**config.mk**
```make
export PLATFORM = sky130hd
export DESIGN_NAME = command_word_decoder
export DESIGN_NICKNAME = d
export VERILOG_FILES = /design/src/rtl/pic8259_pkg.sv /design/src/rtl/write_strobe_detect.sv /design/src/rtl/command_word_decoder.sv
export SDC_FILE = /design/constraint.sdc
export NUM_CORES = 1
export LEC_CHECK = 0
export ABC_CLOCK_PERIOD_IN_PS = 3600
export CAP_MARGIN = 20
export CORE_AREA = 2 2 81 83
export CTS_BUF_LIST = sky130_fd_sc_hd__clkbuf_16
export DETAILED_ROUTE_END_ITERATION = 10
export DIE_AREA = 0 0 83 85
export PLACE_DENSITY = 0.6
export SETUP_SLACK_MARGIN = 0.1
export SLEW_MARGIN = 20
export SYNTH_ARGS = -nofsm -noshare
export SYNTH_HDL_FRONTEND = slang
export SYNTH_SLANG_ARGS = --single-unit
```
**constraint.sdc**
```tcl
create_clock -name clock -period 3.6 [get_ports clock]
set_input_delay 0.72 -clock clock [delete_from_list [all_inputs] [get_ports clock]]
set_output_delay 0.72 -clock clock [all_outputs]
set_load 0.02 [all_outputs]
```
**src/rtl/pic8259_pkg.sv**
```systemverilog
`default_nettype none
// pic8259_pkg: shared FSM state encoding and command-word bit positions for the 8259A model.
package pic8259_pkg;

  typedef enum logic [1:0] {
    CMD_READY = 2'd0,
    WAIT_ICW2 = 2'd1,
    WAIT_ICW3 = 2'd2,
    WAIT_ICW4 = 2'd3
  } cwd_state_e;

  // A0=0 writes: D4 selects ICW1, otherwise D3 separates OCW2 (0) from OCW3 (1)
  localparam int ICW1_SEL_BIT  = 4;
  localparam int OCW_SEL_BIT   = 3;

  localparam int ICW1_IC4_BIT  = 0;
  localparam int ICW1_SNGL_BIT = 1;
  localparam int ICW1_LTIM_BIT = 3;

  localparam int ICW4_AEOI_BIT = 1;
  localparam int ICW4_SFNM_BIT = 4;

  localparam int OCW2_R_BIT    = 7;
  localparam int OCW2_SL_BIT   = 6;
  localparam int OCW2_EOI_BIT  = 5;
  localparam int OCW2_L2_BIT   = 2;
  localparam int OCW2_L1_BIT   = 1;
  localparam int OCW2_L0_BIT   = 0;

  localparam int OCW3_RIS_BIT  = 0;
  localparam int OCW3_RR_BIT   = 1;
  localparam int OCW3_P_BIT    = 2;
  localparam int OCW3_SMM_BIT  = 5;
  localparam int OCW3_ESMM_BIT = 6;

endpackage
`default_nettype wire

```
**src/rtl/write_strobe_detect.sv**
```systemverilog
`default_nettype none
// write_strobe_detect: captures A0/data during an active strobe and emits a one-cycle commit
// pulse after the strobe ends. Used for both the write and the read side of the bus.
module write_strobe_detect #(
  parameter int DATA_WIDTH = 8
) (
  input  logic                  clock,
  input  logic                  reset_n,
  input  logic                  chip_select_n_i,
  input  logic                  strobe_n_i,
  input  logic                  conflict_n_i,
  input  logic                  address_i,
  input  logic [DATA_WIDTH-1:0] data_i,
  output logic                  address_o,
  output logic [DATA_WIDTH-1:0] data_o,
  output logic                  commit_o
);

  logic                  w_active;
  logic                  active_q;
  logic                  active_prev_q;
  logic                  address_q;
  logic [DATA_WIDTH-1:0] data_q;

  // A cycle with the opposite strobe also low is illegal and counts as inactive
  assign w_active = ~chip_select_n_i & ~strobe_n_i & conflict_n_i;

  always_ff @(posedge clock or negedge reset_n) begin
    if (!reset_n) begin
      active_q      <= 1'b0;
      active_prev_q <= 1'b0;
      address_q     <= 1'b0;
      data_q        <= '0;
    end else begin
      active_q      <= w_active;
      active_prev_q <= active_q;
      if (w_active) begin
        address_q <= address_i;
        data_q    <= data_i;
      end
    end
  end

  assign commit_o  = active_prev_q & ~active_q;
  assign address_o = address_q;
  assign data_o    = data_q;

endmodule
`default_nettype wire

```
**src/rtl/command_word_decoder.sv**
```systemverilog
`default_nettype none
// command_word_decoder: decodes 8259A ICW1-ICW4 / OCW1-OCW3 CPU writes into configuration state.
// Optional macro CWD_POLL_COMMAND_EN enables the OCW3 poll command (poll_command tied 0 otherwise).
module command_word_decoder
  import pic8259_pkg::*;
#(
  parameter int DATA_WIDTH = 8
) (
  input  logic                  clock,
  input  logic                  reset_n,
  input  logic                  chip_select_n,
  input  logic                  write_n,
  input  logic                  read_n,
  input  logic                  address,
  input  logic [DATA_WIDTH-1:0] data_bus_in,
  output logic                  init_done,
  output logic                  level_or_edge_triggered,
  output logic                  single_mode,
  output logic [4:0]            vector_address,
  output logic [7:0]            cascade_config,
  output logic                  auto_eoi,
  output logic [1:0]            buffered_mode,
  output logic                  special_fully_nested,
  output logic [7:0]            interrupt_mask,
  output logic                  eoi_pulse,
  output logic [5:0]            eoi_command,
  output logic                  enable_read_register,
  output logic                  read_register_isr_or_irr,
  output logic                  special_mask_mode,
  output logic                  poll_command
);

  cwd_state_e state_q, state_d;

  logic                  w_commit;
  logic                  w_a0;
  logic [DATA_WIDTH-1:0] w_data;
  logic                  w_icw1, w_icw2, w_icw3, w_icw4;
  logic                  w_ocw1, w_ocw2, w_ocw3;
  logic                  w_init_finish;
  logic                  w_poll_set;

  logic       ic4_q, sngl_q, ltim_q, init_done_q;
  logic [4:0] vector_q;
  logic [7:0] cascade_q;
  logic       aeoi_q, sfnm_q;
  logic [1:0] buf_q;
  logic [7:0] mask_q;
  logic       eoi_pulse_q;
  logic [5:0] eoi_cmd_q;
  logic       rr_q, ris_q, smm_q;

  write_strobe_detect #(.DATA_WIDTH(DATA_WIDTH)) u_write_strobe (
    .clock           (clock),
    .reset_n         (reset_n),
    .chip_select_n_i (chip_select_n),
    .strobe_n_i      (write_n),
    .conflict_n_i    (read_n),
    .address_i       (address),
    .data_i          (data_bus_in),
    .address_o       (w_a0),
    .data_o          (w_data),
    .commit_o        (w_commit)
  );

  always_ff @(posedge clock or negedge reset_n) begin
    if (!reset_n) state_q <= CMD_READY;
    else          state_q <= state_d;
  end

  // ICW1 wins in every state; A0=0 non-ICW1 writes fall through and are dropped in WAIT_* states
  always_comb begin
    w_icw1 = 1'b0;
    w_icw2 = 1'b0;
    w_icw3 = 1'b0;
    w_icw4 = 1'b0;
    w_ocw1 = 1'b0;
    w_ocw2 = 1'b0;
    w_ocw3 = 1'b0;
    if (w_commit) begin
      if (!w_a0 && w_data[ICW1_SEL_BIT]) begin
        w_icw1 = 1'b1;
      end else if (w_a0 && state_q == WAIT_ICW2) begin
        w_icw2 = 1'b1;
      end else if (w_a0 && state_q == WAIT_ICW3) begin
        w_icw3 = 1'b1;
      end else if (w_a0 && state_q == WAIT_ICW4) begin
        w_icw4 = 1'b1;
      end else if (state_q == CMD_READY && init_done_q) begin
        if (w_a0)                        w_ocw1 = 1'b1;
        else if (!w_data[OCW_SEL_BIT])   w_ocw2 = 1'b1;
        else                             w_ocw3 = 1'b1;
      end
    end
  end

  always_comb begin
    state_d = state_q;
    if (w_icw1)      state_d = WAIT_ICW2;
    else if (w_icw2) state_d = !sngl_q ? WAIT_ICW3 : (ic4_q ? WAIT_ICW4 : CMD_READY);
    else if (w_icw3) state_d = ic4_q ? WAIT_ICW4 : CMD_READY;
    else if (w_icw4) state_d = CMD_READY;
  end

  assign w_init_finish = (w_icw2 & sngl_q & ~ic4_q) | (w_icw3 & ~ic4_q) | w_icw4;

  always_ff @(posedge clock or negedge reset_n) begin
    if (!reset_n) begin
      ic4_q       <= 1'b0;
      sngl_q      <= 1'b0;
      ltim_q      <= 1'b0;
      init_done_q <= 1'b0;
      vector_q    <= '0;
      cascade_q   <= '0;
      aeoi_q      <= 1'b0;
      buf_q       <= '0;
      sfnm_q      <= 1'b0;
      mask_q      <= '0;
      eoi_pulse_q <= 1'b0;
      eoi_cmd_q   <= '0;
      rr_q        <= 1'b1;
      ris_q       <= 1'b0;
      smm_q       <= 1'b0;
    end else begin
      eoi_pulse_q <= w_ocw2;
      if (w_icw1) begin
        ic4_q       <= w_data[ICW1_IC4_BIT];
        sngl_q      <= w_data[ICW1_SNGL_BIT];
        ltim_q      <= w_data[ICW1_LTIM_BIT];
        mask_q      <= '0;
        smm_q       <= 1'b0;
        rr_q        <= 1'b1;
        ris_q       <= 1'b0;
        init_done_q <= 1'b0;
        aeoi_q      <= 1'b0;
      end
      if (w_init_finish) init_done_q <= 1'b1;
      if (w_icw2) vector_q  <= w_data[7:3];
      if (w_icw3) cascade_q <= w_data[7:0];
      if (w_icw4) begin
        aeoi_q <= w_data[ICW4_AEOI_BIT];
        buf_q  <= w_data[3:2];
        sfnm_q <= w_data[ICW4_SFNM_BIT];
      end
      if (w_ocw1) mask_q <= w_data[7:0];
      if (w_ocw2) begin
        eoi_cmd_q <= {w_data[OCW2_R_BIT], w_data[OCW2_SL_BIT], w_data[OCW2_EOI_BIT],
                      w_data[OCW2_L2_BIT], w_data[OCW2_L1_BIT], w_data[OCW2_L0_BIT]};
      end
      if (w_ocw3) begin
        if (w_data[OCW3_RR_BIT] && !w_poll_set) begin
          rr_q  <= 1'b1;
          ris_q <= w_data[OCW3_RIS_BIT];
        end
        if (w_data[OCW3_ESMM_BIT]) smm_q <= w_data[OCW3_SMM_BIT];
      end
    end
  end

`ifdef CWD_POLL_COMMAND_EN
  logic                  w_rd_commit;
  logic                  w_rd_a0;
  logic [DATA_WIDTH-1:0] w_rd_data;
  logic                  poll_q;

  write_strobe_detect #(.DATA_WIDTH(DATA_WIDTH)) u_read_strobe (
    .clock           (clock),
    .reset_n         (reset_n),
    .chip_select_n_i (chip_select_n),
    .strobe_n_i      (read_n),
    .conflict_n_i    (write_n),
    .address_i       (address),
    .data_i          (data_bus_in),
    .address_o       (w_rd_a0),
    .data_o          (w_rd_data),
    .commit_o        (w_rd_commit)
  );

  assign w_poll_set = w_ocw3 & w_data[OCW3_P_BIT];

  always_ff @(posedge clock or negedge reset_n) begin
    if (!reset_n)         poll_q <= 1'b0;
    else if (w_poll_set)  poll_q <= 1'b1;
    else if (w_rd_commit) poll_q <= 1'b0;
  end

  assign poll_command = poll_q;
`else
  assign w_poll_set   = 1'b0;
  assign poll_command = 1'b0;
`endif

  assign init_done                = init_done_q;
  assign level_or_edge_triggered  = ltim_q;
  assign single_mode              = sngl_q;
  assign vector_address           = vector_q;
  assign cascade_config           = cascade_q;
  assign auto_eoi                 = aeoi_q;
  assign buffered_mode            = buf_q;
  assign special_fully_nested     = sfnm_q;
  assign interrupt_mask           = mask_q;
  assign eoi_pulse                = eoi_pulse_q;
  assign eoi_command              = eoi_cmd_q;
  assign enable_read_register     = rr_q;
  assign read_register_isr_or_irr = ris_q;
  assign special_mask_mode        = smm_q;

endmodule
`default_nettype wire

```
# Word-level counts from Yosys, hierarchy flattened
# Index checks and enable logic that the tools add are counted.
# totals
out_inout_bits	39
elab_cells	103
ff_bits	52
# classes
mux	57
eq_ne	3
n_reduce_logical	11
n_bitwise	12
# ops
cell	n
$mux 1	49
$mux 8	2
$mux 2	6
$and 1x1->1	6
$reduce_bool 2->1	3
$logic_and 1x1->1	5
$eq 2x2->1 const B	2
$not 1->1	4
$reduce_bool 4->1	1
$eq 2x1->1 const B	1
$logic_not 2->1	1
$or 1x1->1	2
$logic_not 1->1	1

# Logic depth before layout (Yosys ltp)
# Gate-level depths: netlist of the first run.
# depth
depth_word	11
mapped_depth	4
depth_no_buf	3

# Hierarchy
# A second synthesis of the first run with hierarchy kept.
# unflattened
hier_cells	160
area_unflattened_um2	2108.3
# modules_own_cells
mod	n_inst	cells_each	area_each_um2
command_word_decoder	1	137	1701.6
write_strobe_detect	1	23	406.6

# Worst setup path before layout of the first run
# Ideal clock, no wire load.
# synth_timing
path_type	in2reg
start	input write_n
end	register u_write_strobe.data_q[3] (netlist: u_write_strobe.data_o[3])
setup_ns	0.125
setup_slack_ns	1.713
path_buffers	1
path_stages	3
arrival_ns	1.762
path_cell_list	nor3b_1 clkbuf_1 mux2_2
# synth_via
elab_chain_cells	3
# synth_rtl
element	line_no	source
from (decl)	command_word_decoder.sv:12	input logic write_n,
$not 1->1	write_strobe_detect.sv:26	assign w_active = ~chip_select_n_i & ~strobe_n_i & conflict_n_i;
$and 1x1->1 (2 in a row)	write_strobe_detect.sv:26	
via u_write_strobe.w_active	write_strobe_detect.sv:19	logic w_active;
to (signal assigned)	write_strobe_detect.sv:39	data_q <= data_i;
to (decl)	write_strobe_detect.sv:23	logic [DATA_WIDTH-1:0] data_q;
# The timed path passes the listed nets, and every way through them passes these cells.
# A chain may end at the register's enable or synchronous reset.

# Worst setup path after layout of the first run
# layout_timing
start	register rr_q (netlist: enable_read_register)
end	output enable_read_register
# layout_lines
element	line_no	source
from (decl)	command_word_decoder.sv:51	logic rr_q, ris_q, smm_q;
from (signal assigned)	command_word_decoder.sv:121	rr_q <= 1'b1;
from (signal assigned)	command_word_decoder.sv:132	rr_q <= 1'b1;
from (signal assigned)	command_word_decoder.sv:152	rr_q <= 1'b1;
to (decl)	command_word_decoder.sv:27	output logic enable_read_register,
# No word-level cell between the ends.

==> results.txt, run 1 <==
CP Capture Type: output pin
relative slew slack: 41.15%
starting density of the core: 33.27%
clock root buffer: clkbuf_16
internal power: 0.001268 W
CP max-delay cell: clkdlybuf4s50_1
unique cell type count in the Yosys netlist: 35
fin crit period: 2.135 ns
status: complete, no violations
clk_skew: 0.004640 ns
clock latency on the worst-skew pair: 0.29 ns
post-DR wirelength/cell: 16.43 µm
drt drc: 0
Slew @ Worst Pin: 0.8827 ns
CP arrival: 1.42 ns
Post-CTS Setup Bufs: 0
H-tree depth: 2
delay-heaviest family, CP: buffers and inverters
Die X: 83 µm
ant diodes: 0
Final Hold Viols: 0
Sink Count: 52
Max IR drop VDD: 0.0003285 V
Setup-failing EPs final: 0
worst-path cell chain: clkdlybuf4s50_1
post-route clock period utilization: 59.31%
# IOs: 53
Sw Share: 31.64%
area occupied by multi-input gates: 711.9 µm²
P&R area growth vs syn: 35.70%
share of layout cells above drive strength 1: 20.98%
leakage: 1.255 nW
gr usage total: 13.92%
Max stage delay on crit path: 0.60 ns
FFs w/ async S/R, synth: 100.0%
port buffer count: 51
CP Max Fanout: 2
detailed-route wire length: 4633 µm
die area: 7055 µm²
post_cts resized: 0
DR vias: 1390
fillcell total: 573
largest net degree at the start of global routing: 40
combinational share of power: 29.5%
synth warn: 0
post-DP HPWL: 3156 µm
register area share after synthesis: 63.09%
cells after synthesis: 149
cts bufs inserted: 5
Sequential Power Share: 45.3%
Synth Area per Inst: 13.86 µm²
hold_ws: 0.4696 ns
CTS tree: built
core area: 6205 µm²
Yosys reg bits: 52
Mapped Nets: 163
fmax: 0.4683 GHz
Post-synth EDFFs: 0
RSZ-0062 raised after global routing: no
Die Ht: 85 µm
commonest cells after routing, fill and taps aside: dfrtp_1 (51), clkdlybuf4s50_1 (50), mux2_2 (26)
vias per cell: 4.929
clock power share: 25.2%
GP Congestion: 0.7273
Clock Pin Slew Worst Setup and Hold Paths: 0.07 ns
register area: 1303 µm²
Max Buffers Root-to-Sink: 2
critical path class: reg2out
# hold bufs at CTS: 0
Setup TNS Final: 0 ns
Layout Nets: 218
critical path required time: 2.88 ns
NetSw: 0.0005868 W
commonest non-fill, non-tap cell in the layout: dfrtp_1
Slew Limit Fails: 0
drt initial violations: 118
PwrDens: 662.0 nW/µm²
global route overflow: 0
crit start category: register
dominant synthesized flop cell: dfrtp_1
worst hold path class: reg2reg
Max-Cap Viols: 0
Buf+Inv Stages, Crit Path: 1
Post-Synthesis Cell Area: 2064 µm²
drt pass-1 iters: 5
first-pass GRT wire length: 7734 µm
Cell Rows: 29
initial antenna violation count: 0
Routed Antenna Nets: 0
vias in the first global route: 1450
metrics by stage:
stage,utilization (%),power [W],cells,instance area (µm²),setup WS [ns]
6_report,45.15,0.001854,282,2801,1.465
5_1_grt,45.15,0.001955,282,2801,1.428
4_1_cts,45.15,0.001877,282,2801,1.449
3_5_place_dp,42.83,0.001402,274,2658,1.563
3_3_place_gp,42.83,0.001398,274,2658,1.560
2_1_floorplan,-,0.001120,149,2064,1.713
cells in the mapped netlist (2+ instances only):
| library cell | instances | area, µm² |
|---|---|---|
| nand4_1 | 2 | 12.51 |
| inv_1 | 7 | 26.28 |
| nand2_1 | 11 | 41.29 |
| dfrtp_1 | 51 | 1276 |
| o21ai_0 | 7 | 35.03 |
| mux2_1 | 2 | 22.52 |
| clkbuf_1 | 3 | 11.26 |
| a31oi_1 | 3 | 18.77 |
| nand2b_1 | 2 | 12.51 |
| nor2_1 | 2 | 7.510 |
| a22o_1 | 8 | 70.07 |
| mux2i_1 | 2 | 20.02 |
| nor3b_1 | 2 | 15.01 |
| mux2_2 | 26 | 292.8 |
cell families (layout without fill, tap and decap cells):
logic type	after synthesis	after routing	synth area share, %
AOI/OAI and AO/OA	24	24	8.303
buffers and inverters	12	68	2.424
DFF	52	52	63.09
muxes	30	30	16.24
other	1	1	0.1816
and+or+nand+nor	30	30	9.757
per-layer routing:
| metal | wire length, µm | track usage (%) | vias up | share of wire, % |
|---|---|---|---|---|
| li1 | - | - | 643 | - |
| met1 | 2211 | 19.66 | 696 | 48 |
| met2 | 2087 | 20.45 | 45 | 45 |
| met3 | 288 | 4.475 | 6 | 6.2 |
| met4 | 45 | 4.471 | 0 | 0.97 |
| met5 | 0 | 0 | - | 0 |
state kept, by name, indices dropped and copies added (netlist names), 2 cells and up:
register / flops
cascade_config: 8
interrupt_mask: 8
u_write_strobe.data_o: 8
eoi_command: 6
vector_address: 5
buffered_mode: 2
state_q: 2
power groups by stage:
| stage | sequential [W] | combinational, W | clock [W] |
|---|---|---|---|
| 2_1_floorplan | 0.000938 | 0.000182 | 0 |
| 3_5_place_dp | 0.000850 | 0.000551 | 0 |
| 6_report | 0.000839 | 0.000547 | 0.000468 |
| 4_1_cts | 0.000841 | 0.000554 | 0.000481 |
| 3_3_place_gp | 0.000853 | 0.000545 | 0 |
| 5_1_grt | 0.000862 | 0.000587 | 0.000506 |
final timing paths:
path                                    startpoint              endpoint  slack [ns]  cells past startpoint
setup / recovery              enable_read_register  enable_read_register        1.46                      1
hold / removal                enable_read_register  enable_read_register        0.47                      2
setup reg to reg           u_write_strobe.active_q     cascade_config[1]        1.66                      3
hold reg to reg               enable_read_register  enable_read_register        0.47                      2
max in group asynchronous                  reset_n            state_q[1]        2.32                      2
min in group asynchronous                  reset_n     cascade_config[7]        0.55                      1
cell type report:
type / count / share of cell area, %
Tap cell: 77 / 3.439
Clock buffer: 5 / 4.466
Sequential cell: 52 / 46.49
Inverter: 7 / 0.9379
Timing Repair Buffer: 53 / 18.58
Clock inverter: 3 / 0.6699
Multi-Input combinational cell: 85 / 25.41
(Power assumes the default switching activity.)
==> run 2, diff against run 1 <==
--- a/config.mk
+++ b/config.mk
@@ -5,7 +5,7 @@
 export SDC_FILE = /design/constraint.sdc
 export NUM_CORES = 1
 export LEC_CHECK = 0
-export ABC_CLOCK_PERIOD_IN_PS = 3600
+export ABC_CLOCK_PERIOD_IN_PS = 2200
 export CAP_MARGIN = 20
 export CORE_AREA = 2 2 81 83
 export CTS_BUF_LIST = sky130_fd_sc_hd__clkbuf_16
==> constraint.sdc (replaced) <==
create_clock -name clock -period 2.2 [get_ports clock]
set_input_delay 0.44 -clock clock [delete_from_list [all_inputs] [get_ports clock]]
set_output_delay 0.44 -clock clock [all_outputs]
set_load 0.02 [all_outputs]
==> results.txt, run 2 (synthesized netlist as in run 1, its figures left out) <==
Slew @ Worst Pin: 0.8307 ns (-0.05203 ns)
starting density of the core: 33.27% (unchanged)
commonest non-fill, non-tap cell in the layout: dfrtp_1
worst-path cell chain: clkdlybuf4s50_1
Die X: 83 µm (unchanged)
# hold bufs at CTS: 0 (unchanged)
Routed Antenna Nets: 0 (unchanged)
Layout Nets: 222 (+1.8%)
area occupied by multi-input gates: 711.9 µm² (unchanged)
port buffer count: 51 (unchanged)
crit start category: register
fmax: 0.5401 GHz
gr usage total: 14.25% (+0.33 points)
detailed-route wire length: 4672 µm (+0.84%)
fillcell total: 555 (-3.1%)
P&R area growth vs syn: 39.58%
Finished Layout Cells: 286 (+1.4%)
# IOs: 53 (unchanged)
clock root buffer: clkbuf_16
CP arrival: 1.41 ns (about the same)
worst hold path class: in2async
r2r startpoint: u_write_strobe.address_o
clk_skew: 0.005308 ns (+0.0006683 ns)
initial antenna violation count: 0 (unchanged)
Inst Count DP: 278 (+1.5%)
Worst path depth: 1 (unchanged)
critical path class: reg2out
Die Ht: 85 µm (unchanged)
commonest cells after routing, fill and taps aside: dfrtp_1 (51), clkdlybuf4s50_1 (50), mux2_2 (26)
Setup TNS Final: 0 ns (unchanged)
GP Congestion: 0.7130 (-2.0%)
CP Capture Type: output pin
CP max-delay cell: clkdlybuf4s50_1
post_cts resized: 0 (unchanged)
post-DR wirelength/cell: 16.34 µm (-0.57%)
Sink Count: 52 (unchanged)
Max-Cap Viols: 0 (unchanged)
RSZ-0062 raised after global routing: no
post-DP HPWL: 3258 µm (+3.2%)
Setup-failing EPs final: 0 (unchanged)
die area: 7055 µm² (unchanged)
Max Buffers Root-to-Sink: 2 (unchanged)
Final Hold Viols: 0 (unchanged)
status: complete, no violations
ant diodes: 0 (unchanged)
share of layout cells above drive strength 1: 22.49% (+1.5 points)
first-pass GRT wire length: 7824 µm (+1.2%)
FF-to-FF path depth: 3 (unchanged)
CTS tree: built
post-route clock period utilization: 84.16%
DR vias: 1409 (+1.4%)
drt drc: 0 (unchanged)
Clock Pin Slew Worst Setup and Hold Paths: 0.07 ns (about the same)
H-tree depth: 2 (unchanged)
R2R setup slack: 0.39 ns (-1.27 ns)
clock latency on the worst-skew pair: 0.29 ns (about the same)
final worst slack: 0.3485 ns (-1.116 ns)
worst slack at placement: 0.3929 ns (-1.170 ns)
delay-heaviest family, CP: buffers and inverters
Max IR drop VDD: 0.0006882 V (+110%)
hold_ws: 0.2558 ns (-0.2138 ns)
CP Max Fanout: 2 (unchanged)
Max stage delay on crit path: 0.60 ns (about the same)
fin crit period: 1.852 ns
Post-CTS Setup Bufs: 0 (unchanged)
largest net degree at the start of global routing: 53 (+33%)
Slew Limit Fails: 0 (unchanged)
vias per cell: 4.927 (about the same)
R2R Path End: eoi_command[1]
cts bufs inserted: 5 (unchanged)
relative slew slack: 44.62% (+3.5 points)
Buf+Inv Stages, Crit Path: 1 (unchanged)
vias in the first global route: 1468 (+1.2%)
PwrDens: 1137 nW/µm² (+72%)
core area: 6205 µm² (unchanged)
drt pass-1 iters: 4 (-1)
post-layout util: 46.44% (+1.3 points)
Cell Rows: 29 (unchanged)
register area: 1303 µm² (unchanged)
global route overflow: 0 (unchanged)
drt initial violations: 86 (-27%)
leakage: 1.298 nW (+3.4%)
critical path required time: 1.76 ns (-1.12 ns)
run 2: cell count changes in the layout (fill, tap and decap cells not counted), sizes merged:
cell and change:
buf +4, bufinv +2, inv +1, clkinv -3
run 2: report_power, final:
group / internal (W) / switching [W] / total (W)
combinational: 0.000479 / 0.000419 / 0.000898
sequential: 0.00118 / 0.000198 / 0.00138
clock: 0.000656 / 0.000345 / 0.00100
run 2: how the worst max path moves through the flow:
stage	to	slack (ns)	start
6_report	enable_read_register	0.35	enable_read_register
5_1_grt	eoi_command[0]	0.27	u_write_strobe.address_o
4_1_cts	enable_read_register	0.33	enable_read_register
3_5_place_dp	eoi_command[2]	0.39	u_write_strobe.data_o[4]
3_3_place_gp	eoi_command[0]	0.42	u_write_strobe.data_o[4]
2_1_floorplan	eoi_command[0]	0.52	state_q[1]
run 2: stage by stage:
step           area (µm²)  power [W]
6_report             2882   0.003275
5_1_grt              2882   0.003453
4_1_cts              2882   0.003306
3_5_place_dp         2688   0.002297
3_3_place_gp         2688   0.002291
2_1_floorplan        2064   0.001832
run 2: worst reg2reg max path, delay by kind of cell (launching register included):
kind | cells | cell delay, ns
flops | 1 | 0.46
mux | 1 | 0.38
simple gates | 2 | 0.85
run 2: routing by layer:
metal  GRT usage, %  vias up  wire length (µm)
li1               -      653                 -
met1          19.84      709              2180
met2          21.33       42              2125
met3          4.864        5               309
met4          4.024        0                56
met5              0        -                 0
run 2: final cells by class:
| class | count | share of cell area (%) |
|---|---|---|
| Clock inverter | 3 | 2.388 |
| Clock buffer | 5 | 4.342 |
| Inverter | 7 | 0.9119 |
| Sequential cell | 52 | 45.20 |
| Tap cell | 77 | 3.343 |
| Multi-Input combinational cell | 85 | 24.71 |
| Timing Repair Buffer | 57 | 19.11 |
==> run 3, diff against run 2 <==
--- a/config.mk
+++ b/config.mk
@@ -5,13 +5,13 @@
 export SDC_FILE = /design/constraint.sdc
 export NUM_CORES = 1
 export LEC_CHECK = 0
-export ABC_CLOCK_PERIOD_IN_PS = 2200
+export ABC_CLOCK_PERIOD_IN_PS = 1500
 export CAP_MARGIN = 20
 export CORE_AREA = 2 2 81 83
 export CTS_BUF_LIST = sky130_fd_sc_hd__clkbuf_16
 export DETAILED_ROUTE_END_ITERATION = 10
 export DIE_AREA = 0 0 83 85
-export PLACE_DENSITY = 0.6
+export PLACE_DENSITY = 0.63
 export SETUP_SLACK_MARGIN = 0.1
 export SLEW_MARGIN = 20
 export SYNTH_ARGS = -nofsm -noshare
==> constraint.sdc (replaced) <==
create_clock -name clock -period 1.5 [get_ports clock]
set_input_delay 0.3 -clock clock [delete_from_list [all_inputs] [get_ports clock]]
set_output_delay 0.3 -clock clock [all_outputs]
set_load 0.02 [all_outputs]
==> results.txt, run 3 (synthesized netlist as in run 1, its figures left out) <==
status: finished with violations
failing checks: negative setup slack
CP max-delay cell: or3b_4
first-pass GRT wire length: 8197 µm (+4.8%)
Max Buffers Root-to-Sink: 2 (unchanged)
Slew Limit Fails: 0 (unchanged)
CP Max Fanout: 7 (+5)
crit start category: register
CTS tree: built
Max-Cap Viols: 0 (unchanged)
Slew @ Worst Pin: 0.5236 ns (-0.3071 ns)
delay-heaviest family, CP: simple AND/OR/NAND/NOR gates
Routed Antenna Nets: 0 (unchanged)
Max IR drop VDD: 0.0007569 V (+10%)
PwrDens: 1486 nW/µm² (+31%)
drt drc: 0 (unchanged)
global-route track usage on met2: 23.39% (+2.1 points)
post-layout util: 49.45% (+3.0 points)
Die Ht: 85 µm (unchanged)
area of all placed cells without fillers: 3068 µm² (+6.5%)
CP Capture Type: register
GP Congestion: 0.7960 (+12%)
gr usage total: 14.88% (+0.64 points)
Clock Pin Slew Worst Setup and Hold Paths: 0.07 ns (about the same)
Cell Rows: 29 (unchanged)
die area: 7055 µm² (unchanged)
core area: 6205 µm² (unchanged)
Final Hold Viols: 0 (unchanged)
P&R area growth vs syn: 48.61%
DR vias: 1492 (+5.9%)
clk_skew: 0.003737 ns (-0.001572 ns)
vias in the first global route: 1541 (+5.0%)
post-route clock period utilization: 107.8%
Buf+Inv Stages, Crit Path: 1 (unchanged)
worst-path cell chain: or3b_4, nor3b_4, buf_6, mux2_2
R2R setup slack: -0.12 ns (-0.51 ns)
Worst Setup SP: state_q[1]
Setup-failing EPs final: 27 (+27)
Post-DP Area: 2818 µm² (+4.8%)
post-DP HPWL: 3357 µm (+3.0%)
fin crit period: 1.617 ns
fmax: 0.6186 GHz
global route overflow: 0 (unchanged)
RSZ-0062 raised after global routing: yes
Setup TNS Final: -0.8710 ns (-0.8710 ns)
port buffer count: 51 (unchanged)
largest net degree at the start of global routing: 42 (-21%)
worst hold path class: in2async
detailed-route wire length: 4977 µm (+6.5%)
share of layout cells above drive strength 1: 31.00% (+8.5 points)
Sink Count: 52 (unchanged)
clock root buffer: clkbuf_16
clock latency on the worst-skew pair: 0.29 ns (about the same)
drt initial violations: 90 (+4.7%)
starting density of the core: 33.27% (unchanged)
post-DR wirelength/cell: 16.26 µm (-0.43%)
cts bufs inserted: 5 (unchanged)
CP arrival: 1.79 ns (+0.38 ns)
GRT Max-Usage Layer: met2
drt pass-1 iters: 4 (unchanged)
vias per cell: 4.876 (-1.0%)
met3 Resource Use GR: 3.016% (-1.8 points)
FF-to-FF path depth: 4 (+1)
Die X: 83 µm (unchanged)
Max stage delay on crit path: 0.42 ns (-0.18 ns)
GRT met1 Usage: 21.01% (+1.2 points)
# IOs: 53 (unchanged)
critical path required time: 1.68 ns (-0.08 ns)
Layout Nets: 242 (+9.0%)
relative slew slack: 64.97% (+20 points)
final worst slack: -0.1165 ns (-0.4650 ns)
critical path class: reg2reg
initial antenna violation count: 0 (unchanged)
leakage: 1.579 nW (+22%)
ant diodes: 0 (unchanged)
r2r startpoint: state_q[1]
commonest cells after routing, fill and taps aside: dfrtp_1 (50), dlygate4sd2_1 (36), buf_4 (18)
commonest non-fill, non-tap cell in the layout: dfrtp_1
Worst path depth: 4 (+3)
H-tree depth: 2 (unchanged)
## run 3: changes by cell type in the layout (fill, tap and decap cells not counted), moves of 6 or more
cell,previous run,this run
buf_6,0,6
mux2_4,0,16
dlygate4sd2_1,0,36
buf_4,6,18
mux2_2,26,10
clkdlybuf4s50_1,50,12
## run 3: per-stage QoR
step | hold WS, ns | setup slack [ns] | power (W) | instances
6_report | 0.4294 | -0.1165 | 0.004559 | 306
4_1_cts | 0.4328 | -0.1263 | 0.004595 | 307
5_1_grt | 0.4590 | -0.1636 | 0.004803 | 306
3_3_place_gp | 0.2105 | -0.1068 | 0.003462 | 293
3_5_place_dp | 0.2072 | -0.1391 | 0.003482 | 293
2_1_floorplan | 0.004409 | -0.1789 | 0.002688 | 149
## run 3: power by group
part           total [W]  switching (W)  internal [W]
Sequential       0.00195       0.000225       0.00173
Clock            0.00112       0.000506      0.000616
Combinational    0.00148       0.000746      0.000737
## run 3: routing by layer
metal  vias up  share of wire, %  wire length [µm]
met4         0               1.1                55
li1        693                 -                 -
met3         6               4.4               219
met2        42                48              2371
met1       751                47              2331
met5         -                 0                 0
## run 3: worst register-to-register path, stage by stage (launching register included)
cell and delay [ns]:
dfrtp_1 0.37, or3b_4 0.42, nor3b_4 0.20, buf_6 0.17, mux2_2 0.34
## run 3: cell type report
cell class | instances | area [µm²]
clock buffers | 5 | 125.1
clock inverters | 3 | 17.52
fillers | 568 | 3137
inverters | 7 | 26.28
multi-input cells | 85 | 815.8
flip-flops and latches | 52 | 1304
well taps | 77 | 96.34
repair buffers | 77 | 683.2
## run 3: worst paths after layout
kind | end
max | eoi_command[1]
max reg2reg | eoi_command[1]
min | auto_eoi
max in group asynchronous | u_write_strobe.active_q
min in group clock | u_write_strobe.active_prev_q
min reg2reg | u_write_strobe.active_prev_q
## run 3: repair_timing
action,CTS,global route
resized for setup,66,7
hold endpoints to repair,10,0
setup buffers,5,1
cloned,0,0
hold buffers,1,0
pin swaps,3,6
endpoints found under the setup margin,70,40
